**config.mk**
```make
export PLATFORM = sky130hd
export DESIGN_NAME = memory_address_unit
export DESIGN_NICKNAME = d
export VERILOG_FILES = /design/src/rtl/mar_pkg.sv /design/src/rtl/button_conditioner.sv /design/src/rtl/memory_address_unit.sv
export SDC_FILE = /design/constraint.sdc
export NUM_CORES = 1
export LEC_CHECK = 0
export CAP_MARGIN = 20
export CELL_PAD_IN_SITES_DETAIL_PLACEMENT = 1
export CELL_PAD_IN_SITES_GLOBAL_PLACEMENT = 2
export CORE_ASPECT_RATIO = 0.6
export CORE_MARGIN = 5
export CORE_UTILIZATION = 29
export CTS_BUF_LIST = sky130_fd_sc_hd__clkbuf_8
export DETAILED_ROUTE_END_ITERATION = 12
export PLACE_DENSITY = 0.91
export SETUP_SLACK_MARGIN = 0.15
export SLEW_MARGIN = 20
export SYNTH_ARGS = -nofsm -noshare
export SYNTH_HDL_FRONTEND = slang
export SYNTH_SLANG_ARGS = --single-unit
```
**constraint.sdc**
```tcl
create_clock -name clk -period 1.44 [get_ports clk]
set_input_delay 0.36 -clock clk [delete_from_list [all_inputs] [get_ports clk]]
set_output_delay 0.36 -clock clk [all_outputs]
set_load 0.05 [all_outputs]
```
**src/rtl/mar_pkg.sv**
```systemverilog
// Shared types and constants for the memory address unit and its button conditioner.
package mar_pkg;

  typedef enum logic [1:0] {IDLE, COUNT, HELD} btn_state_e;

  localparam int SYNC_STAGES = 2;

endpackage

```
**src/rtl/button_conditioner.sv**
```systemverilog
// Front-panel button synchroniser plus press FSM; emits a one-cycle press pulse.
// The COUNT/debounce counter path exists only when MAR_DEBOUNCE_EN is defined.
//
// state | meaning
// IDLE  | button released, waiting for a synchronised high
// COUNT | button high, counting stable cycles toward DEBOUNCE_CYCLES
// HELD  | press accepted, waiting for release before re-arming
module button_conditioner
  import mar_pkg::*;
#(
  parameter int DEBOUNCE_CYCLES = 16
) (
  input  logic clk,
  input  logic rst,
  input  logic btn_raw,
  output logic press
);

  if (DEBOUNCE_CYCLES < 1) begin : g_bad_cfg
    $error("DEBOUNCE_CYCLES must be at least 1");
  end

  logic [SYNC_STAGES-1:0] sync_q, sync_d;
  logic                   btn;
  btn_state_e             state_q, state_d;

`ifdef MAR_DEBOUNCE_EN
  localparam int CNT_W = $clog2(DEBOUNCE_CYCLES + 1);
  localparam logic [CNT_W-1:0] CNT_LAST = CNT_W'(DEBOUNCE_CYCLES - 1);

  logic [CNT_W-1:0] cnt_q, cnt_d;
`endif

  assign btn = sync_q[SYNC_STAGES-1];

  // press is Mealy so the load lands on the same edge the FSM accepts the press.
  always_comb begin
    sync_d  = {sync_q[SYNC_STAGES-2:0], btn_raw};
    state_d = state_q;
    press   = 1'b0;
`ifdef MAR_DEBOUNCE_EN
    cnt_d   = cnt_q;
    case (state_q)
      IDLE: begin
        if (btn) begin
          if (DEBOUNCE_CYCLES == 1) begin
            state_d = HELD;
            press   = 1'b1;
          end else begin
            state_d = COUNT;
            cnt_d   = CNT_W'(1);
          end
        end
      end
      COUNT: begin
        if (!btn) begin
          state_d = IDLE;
          cnt_d   = '0;
        end else if (cnt_q == CNT_LAST) begin
          state_d = HELD;
          cnt_d   = '0;
          press   = 1'b1;
        end else begin
          cnt_d = cnt_q + 1'b1;
        end
      end
      HELD: begin
        if (!btn) state_d = IDLE;
      end
      default: begin
        state_d = IDLE;
        cnt_d   = '0;
      end
    endcase
`else
    case (state_q)
      IDLE: begin
        if (btn) begin
          state_d = HELD;
          press   = 1'b1;
        end
      end
      HELD: begin
        if (!btn) state_d = IDLE;
      end
      default: state_d = IDLE;
    endcase
`endif
  end

  always_ff @(posedge clk or negedge rst) begin
    if (!rst) begin
      sync_q  <= '0;
      state_q <= IDLE;
`ifdef MAR_DEBOUNCE_EN
      cnt_q   <= '0;
`endif
    end else begin
      sync_q  <= sync_d;
      state_q <= state_d;
`ifdef MAR_DEBOUNCE_EN
      cnt_q   <= cnt_d;
`endif
    end
  end

endmodule

```
**src/rtl/memory_address_unit.sv**
```systemverilog
// RAM address register: bus load, auto-increment with wrap pulse, and manual front-panel load.
// Optional button debounce is selected with MAR_DEBOUNCE_EN (see button_conditioner).
module memory_address_unit
  import mar_pkg::*;
#(
  parameter int ADDR_W          = 4,
  parameter int BUS_W           = 8,
  parameter int DEBOUNCE_CYCLES = 16
) (
  input  logic              clk,
  input  logic              rst,
  input  logic              read_from_bus,
  input  logic              increment,
  input  logic              manual_mode,
  input  logic              manual_read,
  input  logic [ADDR_W-1:0] manual_switches,
  input  logic [BUS_W-1:0]  bus,
  output logic [ADDR_W-1:0] address,
  output logic              wrapped,
  output logic              manual_loaded
);

  if (ADDR_W > BUS_W) begin : g_bad_cfg
    $error("ADDR_W must not exceed BUS_W");
  end

  logic [ADDR_W-1:0] sw_sync_q [SYNC_STAGES];
  logic [ADDR_W-1:0] sw_sync_d [SYNC_STAGES];
  logic [ADDR_W-1:0] address_q, address_d;
  logic              wrapped_q, wrapped_d;
  logic              manual_loaded_q, manual_loaded_d;
  logic              press;
  logic              unused_bus;

  // Only the low ADDR_W bus bits address RAM.
  assign unused_bus = ^bus;

  button_conditioner #(
    .DEBOUNCE_CYCLES(DEBOUNCE_CYCLES)
  ) u_btn (
    .clk    (clk),
    .rst    (rst),
    .btn_raw(manual_read),
    .press  (press)
  );

  always_comb begin
    sw_sync_d[0] = manual_switches;
    for (int i = 1; i < SYNC_STAGES; i++) sw_sync_d[i] = sw_sync_q[i-1];
  end

  // Manual mode owns the register outright; bus load beats increment.
  always_comb begin
    address_d       = address_q;
    wrapped_d       = 1'b0;
    manual_loaded_d = 1'b0;
    if (manual_mode) begin
      if (press) begin
        address_d       = sw_sync_q[SYNC_STAGES-1];
        manual_loaded_d = 1'b1;
      end
    end else if (read_from_bus) begin
      address_d = bus[ADDR_W-1:0];
    end else if (increment) begin
      address_d = address_q + 1'b1;
      wrapped_d = &address_q;
    end
  end

  always_ff @(posedge clk or negedge rst) begin
    if (!rst) begin
      for (int i = 0; i < SYNC_STAGES; i++) sw_sync_q[i] <= '0;
      address_q       <= '0;
      wrapped_q       <= 1'b0;
      manual_loaded_q <= 1'b0;
    end else begin
      for (int i = 0; i < SYNC_STAGES; i++) sw_sync_q[i] <= sw_sync_d[i];
      address_q       <= address_d;
      wrapped_q       <= wrapped_d;
      manual_loaded_q <= manual_loaded_d;
    end
  end

  assign address       = address_q;
  assign wrapped       = wrapped_q;
  assign manual_loaded = manual_loaded_q;

endmodule

```
==> results.yml <==
status:
  status: "complete, no violations"
synthesis:
  syn_area_per_cell_sq_um: 13.0
  synth_edf_count: 0
  ys_warn_count: 0
  yosysTopAreaCell: "dfrtp_1"
  synth_area_sq_um: 688
  ys_async_sr_fraction_pct: 100
  synth_cell_type_count: 27
  synth_seq_area_share_pct: 61.8
  yosysTopAreaCellShare_pct: 61.8
  synth_commonest_cells: "dfrtp_1, inv_1, nand2_1"
  synth-main-ff-cell: "dfrtp_1"
  synth_most_common_cell: "dfrtp_1"
  ys_top_cells_by_area: "dfrtp_1, ha_1, mux2_1, mux2i_1, inv_1"
  syn-num-nets: 73
  synthCells: 53
  synth_seq_cells: 17
final_layout:
  layout.area.seq_sq_um: 429
  insertedDiodeCount: 0
  nets: 106
  final_core_util_pct: 50.8
  drive_gt1_share_pct: 36.5
  multi_input_comb_area_sq_um: 260
  synthToLayoutAreaGrowth_pct: 63.5
  fin_cells: 115
  n_fill_cell: 258
die:
  fp.dieH_microns: 47.7
  die-area_sq_um: 3480
  start_util_pct: 31.1
  core_sq_um: 2210
  ios: 24
  die_w_microns: 72.9
  rows: 13
worst_setup_path:
  required_ns: 1.57
  reg2reg_depth: 4
  r2r-end: "address[1]$_DFFE_PN0P_"
  slowest_stage: "dfrtp_2"
  reg2reg_slack_ns: 0.12
  critPathCaptureType: "flop"
  cp_max_fo: 2
  startpoint: "address[1]$_DFFE_PN0P_"
  path_buf_inv: 0
  crit_path_start_kind: "flop"
  path_cells: "ha_1, mux2i_1, o21ai_1, mux2_4"
  critical_path_arrival_ns: 1.45
  timing.rr.start: "address[1]$_DFFE_PN0P_"
  worst-setup-path-type: "flop to flop"
  critical_path.max_stage_delay_ns: 0.42
  critPathTopFamily: "flip-flops"
routing:
  drtIter0Drc: 10
  wire_per_inst_microns: 14.5
  drt_wl_total_microns: 1670
  ant_nets: 0
  firstDrtPassIters: 2
  drc: 0
  vias: 516
  vias_per_cell: 4.49
clocking:
  insertion_delay_ns: 0.25
  cts_root_buf: "clkbuf_8"
  cts-buffers-inserted: 3
  clkTransAtPathRegs_ns: 0.06
  numClockSinks: 17
  htree_num_levels: 1
  hold_buffers: 0
  cts_max_path_buffers: 2
  cts_tree: "yes"
global_route:
  grt_max_degree: 18
  grt_pass1_wl_microns: 2730
  grt_usage_pct: 10.6
  first_global_vias: 588
  overflow: 0
  antenna_found_initial: 0
place:
  placedCellCount: 109
  globalplace.congestion: 0.776
  port-buffer-count: 19
  hpwl_microns: 1200
hold_path:
  hold_class: "flop to flop"
  min_to: "sw_sync_q[1]$_DFF_PN0_"
  holdPathStages: 0
  hp-start: "sw_sync_d[1]$_DFF_PN0_"
pwr:
  ir_drop_uv: 627
  power_leakage_nw: 0.519
  cellPowerDensity_nw_per_um2: 1470
sta:
  period_minus_slack_ns: 1.32
  fmax_mhz: 759
  finalCritPeriodShare_pct: 91.5
  maxSlewHeadroom_pct: 77.8
  grt_setup_unrepaired: "yes"
  skew_ns: 0.00527
  worst_pin_slew_ns: 0.334
  setup_viol: 0
  drv_slew: 0
  hold_violations: 0
flow_run:
  drv_cap: 0
-- kinds of logic after synthesis --
logic type,share of synthesized area [%]
adder cells (fa/ha/maj),3.64
multiplexers,6.18
XOR/XNOR,2.55
flip-flops,61.8
AO/OA/AOI/OAI,11.5
AND/OR/NAND/NOR,9.82
buffers and inverters,4.54
-- cells in the final DEF, fill, tap and decap left out, drive strengths merged, types with 2 or more instances in the layout --
master and count:
dfrtp 17, buf 17, clkdlybuf4s50 10, nand2 4, inv 4, clkbuf 3
dlygate4sd2 3, and3 2, mux2i 2, mux2 2, ha 2
-- worst max-delay path by stage --
stage,cells after the start,slack (ns),to
final,4,0.12,address[1]$_DFFE_PN0P_
after global routing,4,0.09,address[1]$_DFFE_PN0P_
after CTS,2,0.12,address[1]
after detailed placement,5,-0.33,address[3]$_DFFE_PN0P_
after global placement,4,-0.29,address[3]$_DFFE_PN0P_
after floorplan,4,0.05,address[1]$_DFFE_PN0P_
-- worst register-to-register path: stages (launching register included) --
cell	delay, ns
dfrtp_2	0.42
ha_1	0.30
mux2i_1	0.15
o21ai_1	0.08
mux2_4	0.25
-- per-stage QoR --
step / hold slack [ns] / power, mW / instance area [sq um] / TNS (ns) / setup slack (ns)
CTS: 0.353 / 1.62 / 1100 / 0 / 0.120
floorplan: 0.0644 / 0.922 / 696 / 0 / 0.0548
detailed placement: 0.339 / 1.25 / 1030 / -1.45 / -0.335
global placement: 0.332 / 1.23 / 1030 / -1.26 / -0.289
finish: 0.350 / 1.65 / 1120 / 0 / 0.123
global route: 0.366 / 1.74 / 1120 / 0 / 0.0924
-- flip-flops by register name, summed over array words and instances (netlist names) --
register / count
manual_loaded: 1
address: 4
sw_sync_q: 4
wrapped: 1
u_btn.state_q: 1
u_btn.sync_q: 2
sw_sync_d: 4
-- metal layers --
layer,part of all wire (%),global-route usage [%],up-vias
li1,-,-,248
met1,42,12.7,251
met2,50,18.1,17
met3,7.7,3.98,0
met4,0,3.31,0
met5,0,0,-
-- repair_timing --
item / CTS / global route
resized for setup: 6 / 5
setup endpoints to repair: 7 / 6
pin swaps: 2 / 1
setup buffers: 1 / 1
-- power breakdown --
group | switching (mW) | internal, mW
Sequential | 0.0679 | 0.552
Clock | 0.156 | 0.192
Combinational | 0.316 | 0.368
Total | 0.540 | 1.11
-- area by class of cell --
type / count / share of cell area, %
Tap cell: 30 / 3.34
Clock inverter: 1 / 0.445
Clock buffer: 3 / 3.67
Timing Repair Buffer: 30 / 29.9
Inverter: 4 / 1.33
Sequential cell: 17 / 38.2
Multi-Input combinational cell: 30 / 23.1
No activity file was read; power rests on OpenSTA's default activity.
